**src/rtl/ex_mul_unit_pkg.sv**
```systemverilog
// ---------------------------------------------------------------------------
// ex_mul_unit_pkg
//   Shared pipeline constants for the EX-stage iterative multiplier.
//   - MUL_IDLE / MUL_BUSY / MUL_DONE : 2-bit state encodings
//   - REG_IDX_W                      : register-index width
//   - mul_state_e                    : FSM state type built on those encodings
// ---------------------------------------------------------------------------
package ex_mul_unit_pkg;

    localparam logic [1:0] MUL_IDLE = 2'd0;
    localparam logic [1:0] MUL_BUSY = 2'd1;
    localparam logic [1:0] MUL_DONE = 2'd2;

    localparam int REG_IDX_W = 5;

    typedef enum logic [1:0] {
        ST_IDLE = MUL_IDLE,
        ST_BUSY = MUL_BUSY,
        ST_DONE = MUL_DONE
    } mul_state_e;

endpackage

```
**src/rtl/ex_mul_unit_if.sv**
```systemverilog
// ---------------------------------------------------------------------------
// ex_mul_unit_if
//   Bundle between the D->EX pipeline register / hazard logic and the EX-stage
//   multiplier.
//   master (pipeline side) drives : EX_mul, EX_a, EX_b, EX_rd, EX_we, mul_kill
//   slave  (multiplier) drives    : mul_stall, mul_valid, mul_result, mul_rd,
//                                   mul_we, mul_state (FSM state, debug only)
//
//   Handshake: a multiply is accepted on the rising edge where EX_mul=1,
//   mul_kill=0 and the unit is IDLE or DONE.  mul_stall is combinational and
//   rises in the same cycle EX_mul appears, so the upstream stages freeze
//   immediately.  mul_valid is a one-cycle result strobe with no back-pressure;
//   mul_result/mul_rd/mul_we are zero whenever mul_valid is low.
// ---------------------------------------------------------------------------
interface ex_mul_unit_if #(
    parameter int XLEN = 32
);
    import ex_mul_unit_pkg::*;

    logic                 EX_mul;
    logic [XLEN-1:0]      EX_a;
    logic [XLEN-1:0]      EX_b;
    logic [REG_IDX_W-1:0] EX_rd;
    logic                 EX_we;
    logic                 mul_kill;

    logic                 mul_stall;
    logic                 mul_valid;
    logic [XLEN-1:0]      mul_result;
    logic [REG_IDX_W-1:0] mul_rd;
    logic                 mul_we;
    mul_state_e           mul_state;

    modport master (
        output EX_mul, EX_a, EX_b, EX_rd, EX_we, mul_kill,
        input  mul_stall, mul_valid, mul_result, mul_rd, mul_we, mul_state
    );

    modport slave (
        input  EX_mul, EX_a, EX_b, EX_rd, EX_we, mul_kill,
        output mul_stall, mul_valid, mul_result, mul_rd, mul_we, mul_state
    );

endinterface

```
**src/rtl/ex_mul_unit.sv**
```systemverilog
// ---------------------------------------------------------------------------
// ex_mul_unit
//   Iterative shift-add multiplier in the EX stage.  Produces the low XLEN
//   bits of EX_a*EX_b, one partial product per BUSY cycle, while holding the
//   front of the pipeline with mul_stall.  The result is presented for a
//   single DONE cycle.
//
//   Parameters
//     XLEN        operand/result width (>=2)
//     EARLY_EXIT  1: stop once the remaining multiplier is zero
//                 0: always XLEN BUSY steps
//   Ports
//     clk     in   rising-edge clock
//     rst     in   asynchronous active-high reset
//     mul_if  slave modport of ex_mul_unit_if (operands in, result/stall out)
// ---------------------------------------------------------------------------
module ex_mul_unit
    import ex_mul_unit_pkg::*;
#(
    parameter int XLEN       = 32,
    parameter bit EARLY_EXIT = 1'b1
) (
    input  logic        clk,
    input  logic        rst,
    ex_mul_unit_if.slave mul_if
);

    localparam int               CNT_W    = $clog2(XLEN);
    localparam logic [CNT_W-1:0] CNT_LAST = CNT_W'(XLEN - 1);

    mul_state_e           r_state;
    mul_state_e           w_next_state;

    logic [XLEN-1:0]      r_acc;
    logic [XLEN-1:0]      r_mcand;
    logic [XLEN-1:0]      r_mplier;
    logic [CNT_W-1:0]     r_count;
    logic [REG_IDX_W-1:0] r_rd;
    logic                 r_we;

    logic                 w_idle_or_done;
    logic                 w_accept;
    logic                 w_last_step;
    logic                 w_valid;
    logic [XLEN-1:0]      w_acc_sum;

    assign w_idle_or_done = (r_state == ST_IDLE) || (r_state == ST_DONE);
    assign w_accept       = w_idle_or_done & mul_if.EX_mul & ~mul_if.mul_kill;

    // Terminal step: either the last bit position, or (early exit) nothing
    // left in the multiplier after this step's shift.
    assign w_last_step = (r_count == CNT_LAST) ||
                         (EARLY_EXIT && (r_mplier[XLEN-1:1] == '0));

    assign w_acc_sum = r_acc + r_mcand;

    // A kill in the DONE cycle suppresses the strobe for that op.
    assign w_valid = (r_state == ST_DONE) & ~mul_if.mul_kill;

    // ------------------------------------------------------------------
    // FSM
    // ------------------------------------------------------------------
    always_ff @(posedge clk or posedge rst) begin
        if (rst) begin
            r_state <= ST_IDLE;
        end else begin
            r_state <= w_next_state;
        end
    end

    always_comb begin
        w_next_state = r_state;
        if (mul_if.mul_kill) begin
            w_next_state = ST_IDLE;
        end else begin
            case (r_state)
                ST_IDLE: if (mul_if.EX_mul) w_next_state = ST_BUSY;
                ST_BUSY: if (w_last_step)   w_next_state = ST_DONE;
                ST_DONE: w_next_state = mul_if.EX_mul ? ST_BUSY : ST_IDLE;
                default: w_next_state = ST_IDLE;
            endcase
        end
    end

    // ------------------------------------------------------------------
    // Datapath: accumulator plus shifting multiplicand / multiplier
    // ------------------------------------------------------------------
    always_ff @(posedge clk or posedge rst) begin
        if (rst) begin
            r_acc    <= '0;
            r_mcand  <= '0;
            r_mplier <= '0;
            r_count  <= '0;
            r_rd     <= '0;
            r_we     <= 1'b0;
        end else if (w_accept) begin
            r_acc    <= '0;
            r_mcand  <= mul_if.EX_a;
            r_mplier <= mul_if.EX_b;
            r_count  <= '0;
            r_rd     <= mul_if.EX_rd;
            r_we     <= mul_if.EX_we;
        end else if ((r_state == ST_BUSY) && !mul_if.mul_kill) begin
            if (r_mplier[0]) begin
                r_acc <= w_acc_sum;
            end
            r_mcand  <= r_mcand << 1;
            r_mplier <= r_mplier >> 1;
            // Hold on the terminal step so the counter never wraps.
            if (!w_last_step) begin
                r_count <= r_count + 1'b1;
            end
        end
    end

    // ------------------------------------------------------------------
    // Outputs
    // ------------------------------------------------------------------
    // rst gates the stall so every output is low while reset is held, even
    // if EX_mul is asserted.
    assign mul_if.mul_stall  = ~rst & ~mul_if.mul_kill &
                               ((r_state == ST_BUSY) | (w_idle_or_done & mul_if.EX_mul));
    assign mul_if.mul_valid  = w_valid;
    assign mul_if.mul_result = w_valid ? r_acc : '0;
    assign mul_if.mul_rd     = w_valid ? r_rd  : '0;
    assign mul_if.mul_we     = w_valid & r_we;
    assign mul_if.mul_state  = r_state;

endmodule

```
**src/flat_wrapper.sv**
```systemverilog
// flat-port wrapper written by rule: the top's interface ports become plain ports
module ex_mul_unit_flat import ex_mul_unit_pkg::*;
#(
    parameter int XLEN       = 32,
    parameter bit EARLY_EXIT = 1'b1
)
  (clk, rst, mul_if_EX_mul, mul_if_EX_a, mul_if_EX_b, mul_if_EX_rd, mul_if_EX_we, mul_if_mul_kill, mul_if_mul_stall, mul_if_mul_valid, mul_if_mul_result, mul_if_mul_rd, mul_if_mul_we, mul_if_mul_state);
  ex_mul_unit_if #(.XLEN(XLEN)) mul_if_i ();
  input  logic clk;
  input  logic rst;
  input wire logic [$bits(mul_if_i.EX_mul)-1:0] mul_if_EX_mul;
  input wire logic [$bits(mul_if_i.EX_a)-1:0] mul_if_EX_a;
  input wire logic [$bits(mul_if_i.EX_b)-1:0] mul_if_EX_b;
  input wire logic [$bits(mul_if_i.EX_rd)-1:0] mul_if_EX_rd;
  input wire logic [$bits(mul_if_i.EX_we)-1:0] mul_if_EX_we;
  input wire logic [$bits(mul_if_i.mul_kill)-1:0] mul_if_mul_kill;
  output wire logic [$bits(mul_if_i.mul_stall)-1:0] mul_if_mul_stall;
  output wire logic [$bits(mul_if_i.mul_valid)-1:0] mul_if_mul_valid;
  output wire logic [$bits(mul_if_i.mul_result)-1:0] mul_if_mul_result;
  output wire logic [$bits(mul_if_i.mul_rd)-1:0] mul_if_mul_rd;
  output wire logic [$bits(mul_if_i.mul_we)-1:0] mul_if_mul_we;
  output wire logic [$bits(mul_if_i.mul_state)-1:0] mul_if_mul_state;
  assign mul_if_i.EX_mul = mul_if_EX_mul;
  assign mul_if_i.EX_a = mul_if_EX_a;
  assign mul_if_i.EX_b = mul_if_EX_b;
  assign mul_if_i.EX_rd = mul_if_EX_rd;
  assign mul_if_i.EX_we = mul_if_EX_we;
  assign mul_if_i.mul_kill = mul_if_mul_kill;
  assign mul_if_mul_stall = mul_if_i.mul_stall;
  assign mul_if_mul_valid = mul_if_i.mul_valid;
  assign mul_if_mul_result = mul_if_i.mul_result;
  assign mul_if_mul_rd = mul_if_i.mul_rd;
  assign mul_if_mul_we = mul_if_i.mul_we;
  assign mul_if_mul_state = mul_if_i.mul_state;
  ex_mul_unit #(.XLEN(XLEN), .EARLY_EXIT(EARLY_EXIT)) u_core (.clk(clk), .rst(rst), .mul_if(mul_if_i));
endmodule
```
**config.mk**
```make
export PLATFORM = sky130hd
export DESIGN_NAME = ex_mul_unit_flat
export DESIGN_NICKNAME = d
export VERILOG_FILES = /design/src/rtl/ex_mul_unit_pkg.sv /design/src/rtl/ex_mul_unit_if.sv /design/src/rtl/ex_mul_unit.sv /design/src/flat_wrapper.sv
export SDC_FILE = /design/constraint.sdc
export NUM_CORES = 1
export LEC_CHECK = 0
export CAP_MARGIN = 20
export CORE_MARGIN = 2
export CORE_UTILIZATION = 54
export DETAILED_ROUTE_END_ITERATION = 10
export PLACE_DENSITY_LB_ADDON = 0.2
export SYNTH_ARGS = -nofsm -noshare
export SYNTH_HDL_FRONTEND = slang
export SYNTH_SLANG_ARGS = --single-unit
```
**constraint.sdc**
```tcl
create_clock -name clk -period 4.3 [get_ports clk]
set_clock_uncertainty 0.05 [all_clocks]
set_input_delay 1.075 -clock clk [delete_from_list [all_inputs] [get_ports clk]]
set_output_delay 1.075 -clock clk [all_outputs]
set_load 0.01 [all_outputs]
```
==> results.cfg, run 1 <==
[global_routing]
grt.total_usage_pct = 26.17
grt_max_degree = 106
grt_pass1_wl_mm = 27.87
grt_antenna_before_repair = 0
grt_pass1_vias = 5796
grt_overflow = 0

[worst_setup_path]
startpoint = mul_if_mul_kill
r2r_cells = 8
path_max_fanout = 40
critPathKind = in2out
start_kind = primary input
end_kind = output port
critical_path_required_ns = 3.17
r2r_setup_slack_ns = 1.16
arrival_ns = 2.69
r2r-start = u_core.mul_if.mul_state[1]

[clock_tree]
cts_root_buf = clkbuf_16
ctsResizeCount = 0
postCtsSetupBuffers = 0
clock_latency_ns = 0.35
hold_buffers = 0
clkSinkCount = 109
htree_num_levels = 3
clkTransAtPathRegs_ns = 0.07
clk_path_buf_depth = 2
numCtsBuffers = 9
cts_tree = done

[detailed_routing]
drc = 0
viasPerCell = 6.015
ant_nets = 0
dr.pass1.iters = 6
wirelength_mm = 16.81
wl_per_cell_um = 16.86
drt_iter0_drc = 313
vias = 5997

[yosys]
synth_cell_types = 50
synthCells = 762
syn_nets = 870
ys_seq_area_share_pct = 41.20
synthTopCellsByCount = nand2_1 (145), dfrtp_1 (109), o21ai_0 (73)
synth_edf_count = 0
ys_warn_count = 0
ys_top_cells_by_area = dfrtp_1 (41%), nand2_1 (8.2%), ha_1 (6.2%)
synthFlopType = dfrtp_1
ys_ff_latch = 109
synth.most_common_cell = nand2_1
ys_async_sr_fraction_pct = 100.0
syn_avg_cell_area_um2 = 8.688
synth_area_leader_cell = dfrtp_1
synth_area_um2 = 6620
yosys.area.top_type_share_pct = 41.20

[outcome]
status = finished, final reports clean

[die]
die_area_um2 = 13160
fp-row-count = 40
ios = 116
fp.dieW_um = 114.7
coreArea_um2 = 12010
start_util_pct = 55.11
die_height_um = 114.7

[final_layout]
finalNetCount = 954
drive_gt1_share_pct = 4.353
stdcell_count = 997
area_growth_pct = 23.44
diodes = 0

[timing]
setup_viol = 0
min_period_ns = 3.817
slew_headroom_pct = 38.32
fin_tns_setup_ns = 0
rsz0062_at_grt = no
hold_viol = 0
drv_slew = 0
fmax_mhz = 262.0
worst_slew_pin_slew_ns = 0.9251
finalCritPeriodShare_pct = 88.77

[flow_run]
maxCapViolCount = 0

[pwr]
leakage_uw = 0.003760
pwr_density_cell_nw_per_um2 = 452.1
peakVddDrop_mv = 0.2082
power.total_uw = 3695

[place]
dp_hpwl_mm = 11.89
gp_congestion = 0.9134
io_buffers = 115
dp_cells = 981

[min_path]
hp-class = reg2reg
holdPathStages = 2
holdCritStartpoint = u_core.r_we
[per-stage QoR]
| step | util [%] | hold WS [ns] | worst slack (ns) | instance area [um2] |
|---|---|---|---|---|
| 2_1_floorplan | - | 0.3872 | 0.3011 | 6620 |
| 3_3_place_gp | 65.45 | 0.4009 | 0.4884 | 7861 |
| 3_5_place_dp | 65.45 | 0.4176 | 0.4281 | 7861 |
| 4_1_cts | 67.80 | 0.4355 | 0.4711 | 8144 |
| 5_1_grt | 68.03 | 0.4707 | 0.4133 | 8172 |
| 6_report | 68.03 | 0.4310 | 0.4829 | 8172 |
[state kept, by name, indices dropped and copies added (netlist names)]
register                 count
u_core.r_we                  1
u_core.r_count               5
u_core.mul_if.mul_state      2
u_core.r_rd                  5
u_core.r_mplier             32
u_core.r_mcand              32
u_core.r_acc                32
[power breakdown]
part           internal (uW)  switching [uW]
logic                    566             788
clock network            413             388
registers               1290             250
total                   2270            1430
[critical path: stages]
cell and delay, ns:
clkdlybuf4s50_1 0.45, nor2_2 0.19, buf_12 0.21, and3_1 0.19
clkdlybuf4s50_1 0.56
[metal layers]
metal | track usage [%] | routed length [um]
met4 | 8.434 | 269
met2 | 43.98 | 8387
met3 | 3.759 | 726
met5 | 0 | 0
met1 | 35.18 | 7430
[placed cells by master (no fill, tap or decap), types with 3 or more instances in the layout]
cell type        instances
nor2b_1                  4
ha_1                    33
a21o_1                  10
o21bai_1                 4
inv_1                    7
nor4_1                   8
clkbuf_16                9
xor2_1                  15
xnor2_1                 10
and3_1                  45
nand2_1                145
dfrtp_1                109
a21oi_1                 38
a31oi_1                  3
o21ai_0                 73
nand3_1                 35
and2_1                   5
a211oi_1                 7
nor2_1                  24
o31ai_1                  5
nor3_1                   5
nand4_1                 11
nand2b_1                 3
a22oi_1                 32
mux2i_1                 34
o21ai_1                  6
o211ai_1                 3
clkdlybuf4s50_1        115
buf_4                    7
[area by class of cell]
type | instances | area, um2
multi-input combinational | 593 | 3674
clock buffer | 10 | 239.0
tap | 147 | 183.9
sequential | 109 | 2728
clock inverter | 5 | 43.79
fill | 977 | 3840
inverter | 8 | 32.53
timing repair buffer | 125 | 1271
[final timing paths]
kind,to
max reg2reg,u_core.r_acc[25]
min reg2reg,u_core.r_we
min,u_core.r_we
max in group asynchronous,u_core.r_acc[14]
max,mul_if_mul_rd[1]
min in group asynchronous,u_core.r_mplier[15]
[cells by family after synthesis]
logic type	Yosys count	share of synthesized area, %
fa+ha+maj	34	6.539
compound gates	204	19.37
xor+xnor	25	3.308
buf+inv	60	3.496
simple gates	296	20.94
mux	34	5.141
flops	109	41.20
Note: power is estimated with default switching activity, not from simulation.
==> run 2, diff against run 1 <==
--- a/config.mk
+++ b/config.mk
@@ -8,6 +8,7 @@
 export CAP_MARGIN = 20
 export CORE_MARGIN = 2
 export CORE_UTILIZATION = 54
+export CTS_CLUSTER_SIZE = 28
 export DETAILED_ROUTE_END_ITERATION = 10
 export PLACE_DENSITY_LB_ADDON = 0.2
 export SYNTH_ARGS = -nofsm -noshare
==> results of run 2 <==
No change in the layout: final DEF, timing and power equal those of run 1.
==> run 3, diff against run 2 <==
--- a/config.mk
+++ b/config.mk
@@ -8,7 +8,7 @@
 export CAP_MARGIN = 20
 export CORE_MARGIN = 2
 export CORE_UTILIZATION = 54
-export CTS_CLUSTER_SIZE = 28
+export CTS_CLUSTER_SIZE = 24
 export DETAILED_ROUTE_END_ITERATION = 10
 export PLACE_DENSITY_LB_ADDON = 0.2
 export SYNTH_ARGS = -nofsm -noshare
==> results of run 3 <==
No change in the layout: final DEF, timing and power equal those of run 1.
